$ cat config.mk
export PLATFORM = sky130hd
export DESIGN_NAME = dec576_pipe_flat
export DESIGN_NICKNAME = d
export VERILOG_FILES = /design/src/rtl/dec576_pipe_if.sv /design/src/rtl/dec576_pipe.sv /design/src/flat_wrapper.sv
export SDC_FILE = /design/constraint.sdc
export NUM_CORES = 2
export LEC_CHECK = 0
export BUFFER_PORTS_ARGS = -buffer_cell sky130_fd_sc_hd__buf_2
export CAP_MARGIN = 20
export CORE_UTILIZATION = 30
export DETAILED_ROUTE_END_ITERATION = 6
export PLACE_DENSITY = 0.61
export SLEW_MARGIN = 0
export SYNTH_ARGS = -nofsm -noshare
export SYNTH_HDL_FRONTEND = slang
export SYNTH_SLANG_ARGS = --single-unit
$ cat constraint.sdc
create_clock -name clk -period 21.2 [get_ports clk]
set_clock_uncertainty 0.2 [all_clocks]
set_input_delay 0 -clock clk [delete_from_list [all_inputs] [get_ports clk]]
set_output_delay 0 -clock clk [all_outputs]
set_load 0.01 [all_outputs]
$ cat src/rtl/dec576_pipe_if.sv
// Handshake bundle for the 576-bit index-to-mask decoder: input index stream and output mask stream.
// Latency: none, wires only.
// Backpressure: in_ready/out_ready carry ready-side flow control in each direction.
interface dec576_pipe_if #(
  parameter int WID = 576
) ();
  logic           in_valid;
  logic           in_ready;
  logic [9:0]     in_idx;
  logic           in_thermo;
  logic           out_valid;
  logic           out_ready;
  logic [WID-1:0] out_o;
  logic           out_err;

  // Decoder side: consumes indices, produces masks.
  modport slave (
    input  in_valid, in_idx, in_thermo, out_ready,
    output in_ready, out_valid, out_o, out_err
  );

  // Producer/consumer side: drives indices, takes masks.
  modport master (
    output in_valid, in_idx, in_thermo, out_ready,
    input  in_ready, out_valid, out_o, out_err
  );
endinterface

$ cat src/rtl/dec576_pipe.sv
// Decodes a 10-bit bit index into a WID-bit one-hot or thermometer mask (inverse of find-last-one).
// Latency: 2 clocks from accepted input to out_valid; one index per clock sustained.
// Backpressure: in_ready = ~s1_v | ~s2_v | out_ready, combinational from out_ready, no skid buffer.
module dec576_pipe #(
  parameter int WID  = 576,
  parameter int SEG  = 144,
  parameter int NONE = 1023
) (
  input  logic          clk,
  input  logic          rst,
  dec576_pipe_if.slave  io
);

  localparam int IW   = 10;
  localparam int NSEG = WID / SEG;
  localparam int SEGW = (NSEG > 1) ? $clog2(NSEG) : 1;
  localparam int OFFW = (SEG > 1) ? $clog2(SEG) : 1;

  // Stage 1 state: segment/offset split of the index plus classification flags.
  logic            s1_v_q, s1_v_d;
  logic [SEGW-1:0] s1_seg_q, s1_seg_d;
  logic [OFFW-1:0] s1_off_q, s1_off_d;
  logic            s1_thermo_q, s1_thermo_d;
  logic            s1_none_q, s1_none_d;
  logic            s1_err_q, s1_err_d;

  // Stage 2 state: the registered output beat.
  logic            s2_v_q, s2_v_d;
  logic [WID-1:0]  out_o_q, out_o_d;
  logic            out_err_q, out_err_d;

  logic            adv1, adv2;
  logic [SEGW-1:0] in_seg;
  logic [IW-1:0]   in_base;
  logic [OFFW-1:0] in_off;
  logic [WID-1:0]  mask;

  // A stage may load when it is empty or its contents are leaving this cycle.
  assign adv2 = ~s2_v_q | io.out_ready;
  assign adv1 = ~s1_v_q | adv2;

  assign io.in_ready  = adv1;
  assign io.out_valid = s2_v_q;
  assign io.out_o     = out_o_q;
  assign io.out_err   = out_err_q;

  // Split the index into segment and offset with a compare chain on segment boundaries instead of a divider.
  always_comb begin
    in_seg  = '0;
    in_base = '0;
    for (int j = 1; j < NSEG; j++) begin
      if (io.in_idx >= IW'(j * SEG)) begin
        in_seg  = SEGW'(j);
        in_base = IW'(j * SEG);
      end
    end
    // Offset is meaningless for illegal/none codes; those beats are zeroed in stage 2.
    in_off = OFFW'(io.in_idx - in_base);
  end

  // Stage 1 next state: capture a new beat (or bubble) whenever stage 1 advances.
  always_comb begin
    s1_v_d      = s1_v_q;
    s1_seg_d    = s1_seg_q;
    s1_off_d    = s1_off_q;
    s1_thermo_d = s1_thermo_q;
    s1_none_d   = s1_none_q;
    s1_err_d    = s1_err_q;
    if (adv1) begin
      s1_v_d      = io.in_valid;
      s1_seg_d    = in_seg;
      s1_off_d    = in_off;
      s1_thermo_d = io.in_thermo;
      s1_none_d   = (io.in_idx == IW'(NONE));
      s1_err_d    = (io.in_idx >= IW'(WID)) && (io.in_idx != IW'(NONE));
    end
  end

  // Expand within segments: segments below seg are full (thermo), segment seg gets the local one-hot/thermo pattern.
  always_comb begin
    mask = '0;
    for (int j = 0; j < NSEG; j++) begin
      for (int k = 0; k < SEG; k++) begin
        if (s1_thermo_q) begin
          mask[j*SEG+k] = (SEGW'(j) < s1_seg_q) ||
                          ((SEGW'(j) == s1_seg_q) && (OFFW'(k) <= s1_off_q));
        end else begin
          mask[j*SEG+k] = (SEGW'(j) == s1_seg_q) && (OFFW'(k) == s1_off_q);
        end
      end
    end
    if (s1_none_q || s1_err_q) begin
      mask = '0;
    end
  end

  // Stage 2 next state: a bubble clears valid but keeps the last mask/err so a stalled output never glitches.
  always_comb begin
    s2_v_d    = s2_v_q;
    out_o_d   = out_o_q;
    out_err_d = out_err_q;
    if (adv2) begin
      s2_v_d = s1_v_q;
      if (s1_v_q) begin
        out_o_d   = mask;
        out_err_d = s1_err_q;
      end
    end
  end

  // Pipeline registers; reset discards every in-flight beat.
  always_ff @(posedge clk or posedge rst) begin
    if (rst) begin
      s1_v_q      <= 1'b0;
      s1_seg_q    <= '0;
      s1_off_q    <= '0;
      s1_thermo_q <= 1'b0;
      s1_none_q   <= 1'b0;
      s1_err_q    <= 1'b0;
      s2_v_q      <= 1'b0;
      out_o_q     <= '0;
      out_err_q   <= 1'b0;
    end else begin
      s1_v_q      <= s1_v_d;
      s1_seg_q    <= s1_seg_d;
      s1_off_q    <= s1_off_d;
      s1_thermo_q <= s1_thermo_d;
      s1_none_q   <= s1_none_d;
      s1_err_q    <= s1_err_d;
      s2_v_q      <= s2_v_d;
      out_o_q     <= out_o_d;
      out_err_q   <= out_err_d;
    end
  end

endmodule

$ cat src/flat_wrapper.sv
// flat-port wrapper written by rule: the top's interface ports become plain ports
module dec576_pipe_flat 
#(
  parameter int WID  = 576,
  parameter int SEG  = 144,
  parameter int NONE = 1023
)
  (clk, rst, io_in_valid, io_in_idx, io_in_thermo, io_out_ready, io_in_ready, io_out_valid, io_out_o, io_out_err);
  dec576_pipe_if #(.WID(WID)) io_i ();
  input  logic clk;
  input  logic rst;
  input wire logic [$bits(io_i.in_valid)-1:0] io_in_valid;
  input wire logic [$bits(io_i.in_idx)-1:0] io_in_idx;
  input wire logic [$bits(io_i.in_thermo)-1:0] io_in_thermo;
  input wire logic [$bits(io_i.out_ready)-1:0] io_out_ready;
  output wire logic [$bits(io_i.in_ready)-1:0] io_in_ready;
  output wire logic [$bits(io_i.out_valid)-1:0] io_out_valid;
  output wire logic [$bits(io_i.out_o)-1:0] io_out_o;
  output wire logic [$bits(io_i.out_err)-1:0] io_out_err;
  assign io_i.in_valid = io_in_valid;
  assign io_i.in_idx = io_in_idx;
  assign io_i.in_thermo = io_in_thermo;
  assign io_i.out_ready = io_out_ready;
  assign io_in_ready = io_i.in_ready;
  assign io_out_valid = io_i.out_valid;
  assign io_out_o = io_i.out_o;
  assign io_out_err = io_i.out_err;
  dec576_pipe #(.WID(WID), .SEG(SEG), .NONE(NONE)) u_core (.clk(clk), .rst(rst), .io(io_i));
endmodule
==> flow_summary.toml <==
[cells_and_area]
nNetsFinal = 3245
finalInstanceArea_um2 = 34200
n_fill_cell = 9088
multi_input_area_um2 = 11600
diodes = 0
layout-drive-gt1-share_pct = 25.9
syn_to_final_growth_pct = 24.8
seq_area_um2 = 14800

[yosys]
ys_seq_area_share_pct = 54.1
ys_types = 80
synth-seq-cells = 592
synthArstFlopShare_pct = 100
synth_area_um2 = 27400
avgSynthCellArea_um2 = 9.99
netlist.area_leader.share_pct = 54.1
synth_top_area_cell = "dfrtp_1"
yosysWarnings = 0
syn-num-nets = 2757
syn_inst = 2739
synthTopCellsByCount = "nand2_1 (630), dfrtp_1 (592), a32o_1 (287)"
yosysMostFrequentCell = "nand2_1"
synth_edf_count = 0
ys_top_cells_by_area = "dfrtp_1 (54%), a32o_1 (10%), nand2_1 (8.6%)"
synth_ff_type = "dfrtp_1"

[grt]
globalRouteTotalUtil_pct = 31.1
grt_pass1_vias = 26100
grt_antenna_before_repair = 5
grt_max_degree = 202
grt_pass1_wl_um = 207000
grt_overflow_total = 0

[worst_setup_path]
cpMostUsedCell = "buf_4"
path_max_fanout = 70
start_kind = "flip-flop"
arrival_ns = 4.80
critPathSlowestCell = "buf_4"
path_class = "reg -> reg"
cpPeakStageDelay_ns = 0.84
worst_ep_required_time_ns = 21.49
crit_chain = "buf_4, inv_2, nor2_4, buf_4, a211oi_1, a21o_1"
end_kind = "flip-flop"

[job]
drv_cap = 0

[sta]
setup_viol = 0
hold_viol_final = 0
fin_setup_tns_ns = 0
hold_ws_ns = 0.0567
rsz0062_at_grt = "no"
max_slew_margin_pct = 9.87
worstMarginPinSlew_ns = 1.34
fmax_mhz = 222
slew_viol_final = 0
period_needed_ns = 4.50
period_share_pct = 21.2

[power_and_ir_drop]
clkPwrFrac_pct = 34.8
power.share.combinational_pct = 27.0
ir_drop_mv = 0.0546
p_leak_uw = 0.0167
netSwitchingPower_uw = 1340
swShare_pct = 36.3
seqPwrFrac_pct = 38.2
internal-power_uw = 2360
p_per_area_nw_per_um2 = 108

[routing]
post_drt_wl_per_cell_um = 33.3
drt_wl_total_um = 148000
ant_nets = 0
vias = 27200
drc = 0
drt_pass1_iterations = 7
drt_iter0_drc = 4003
avgViaCountPerCell = 6.11

[clock_tree]
ctsResizeCount = 0
cts_inserted_buffers = 68
cts_buffer_depth = 3
clockRootBuffer = "clkbuf_16"
clkTransAtPathRegs_ns = 0.07
clk_latency_ns = 0.63
numClockSinks = 592
htreeDepth = 3
cts_tree = "done"

[run_status]
status = "finished, final reports clean"

[placement]
hpwlAfterDp_um = 103000
gp_congestion = 0.976
post_dp_cell_area_um2 = 31400
port-buffer-count = 593

[floorplan]
ios = 594
die_width_um = 304
core_area_um2 = 90100
rows = 110
initial_core_util_pct = 30.4
die-area_um2 = 92400
die_y_um = 304

[worst_hold_path]
hp-class = "in -> reg"
placed cells by master (no fill, tap or decap), types with 25 or more instances in the layout:
cell,n
o21ai_0,132
o31ai_1,34
a32o_1,287
nand2_1,629
clkbuf_16,71
dfrtp_1,587
o21ai_1,86
dlygate4sd3_1,25
buf_4,62
a22o_1,50
buf_2,594
nor2_1,78
a21o_1,97
a211oi_1,63
a21oi_1,125
worst max-delay path, delay by kind of cell, from the launching register on:
family	cells	cell delay, ns
simple gates	1	0.83
buf+inv	3	1.90
flops	1	0.81
compound gates	2	0.42
registers in the layout (all words and copies together), names as in the netlist:
| signal | flops |
|---|---|
| u_core.io.out_o | 576 |
| u_core.s1_v_q | 1 |
| u_core.io.out_valid | 1 |
| u_core.s1_none_q | 1 |
| u_core.s1_off_q | 8 |
| u_core.s1_thermo_q | 1 |
| u_core.s1_err_q | 1 |
| u_core.s1_seg_q | 2 |
| u_core.io.out_err | 1 |
timing repair:
item | 4_1_cts | 5_1_grt
endpoints found under the hold margin | 132 | 0
hold buffers | 25 | 0
setup buffers | 0 | 0
power groups by stage:
stage / Sequential, uW / Combinational, uW / Clock (uW)
after floorplan: 1460 / 425 / 0
after global placement: 1420 / 964 / 0
after detailed placement: 1430 / 970 / 0
after CTS: 1410 / 978 / 1300
after global routing: 1430 / 1040 / 1340
final: 1410 / 999 / 1290
metrics by stage:
step	setup WS [ns]	power, uW	utilization, %	instances
floorplan	4.43	1890	-	2739
global placement	16.98	2390	34.8	4302
detailed placement	16.87	2400	34.9	4304
CTS	16.86	3690	37.8	4449
global route	16.66	3810	37.9	4453
finish	16.70	3700	37.9	4453
cell families (layout without fill, tap and decap cells):
logic type               count (synthesis)  count (layout)  share of synthesized area, %
XOR/XNOR                                 3               3                        0.0960
adder cells (fa/ha/maj)                  3               3                         0.165
AO/OA/AOI/OAI                          984             984                          27.2
buffers and inverters                  286             824                          4.35
AND/OR/NAND/NOR                        867             867                          13.9
flip-flops                             592             592                          54.1
multiplexers                             4               4                         0.155
area by class of cell:
cell class	instances	area share, %
inverter	16	0.198
clock inverter	21	1.00
timing repair buffer	688	11.2
sequential	592	43.4
multi-input combinational	1861	33.8
tap	1176	4.31
clock buffer	99	6.01
path summary, 6_finish.rpt:
| path | from | end | slack (ns) | cells past startpoint |
|---|---|---|---|---|
| setup / recovery | u_core.s1_thermo_q | u_core.io.out_o[263] | 16.70 | 6 |
| max in group asynchronous | rst | u_core.io.out_o[408] | 18.11 | 6 |
| hold reg to reg | u_core.io.out_o[198] | u_core.io.out_o[198] | 0.26 | 2 |
| min in group asynchronous | rst | u_core.io.out_o[0] | 0.49 | 4 |
| setup reg to reg | u_core.s1_thermo_q | u_core.io.out_o[263] | 16.70 | 6 |
| hold / removal | io_in_idx[2] | u_core.s1_off_q[2] | 0.06 | 4 |
layer usage:
metal / share of wire, % / vias to the layer above / global-route usage (%)
met4: 5.7 / 2 / 15.4
met3: 12 / 393 / 10.9
met1: 38 / 13800 / 39.2
met2: 44 / 1920 / 47.3
met5: 0.013 / - / 0
li1: - / 11100 / -
Note: power is estimated with default switching activity, not from simulation.
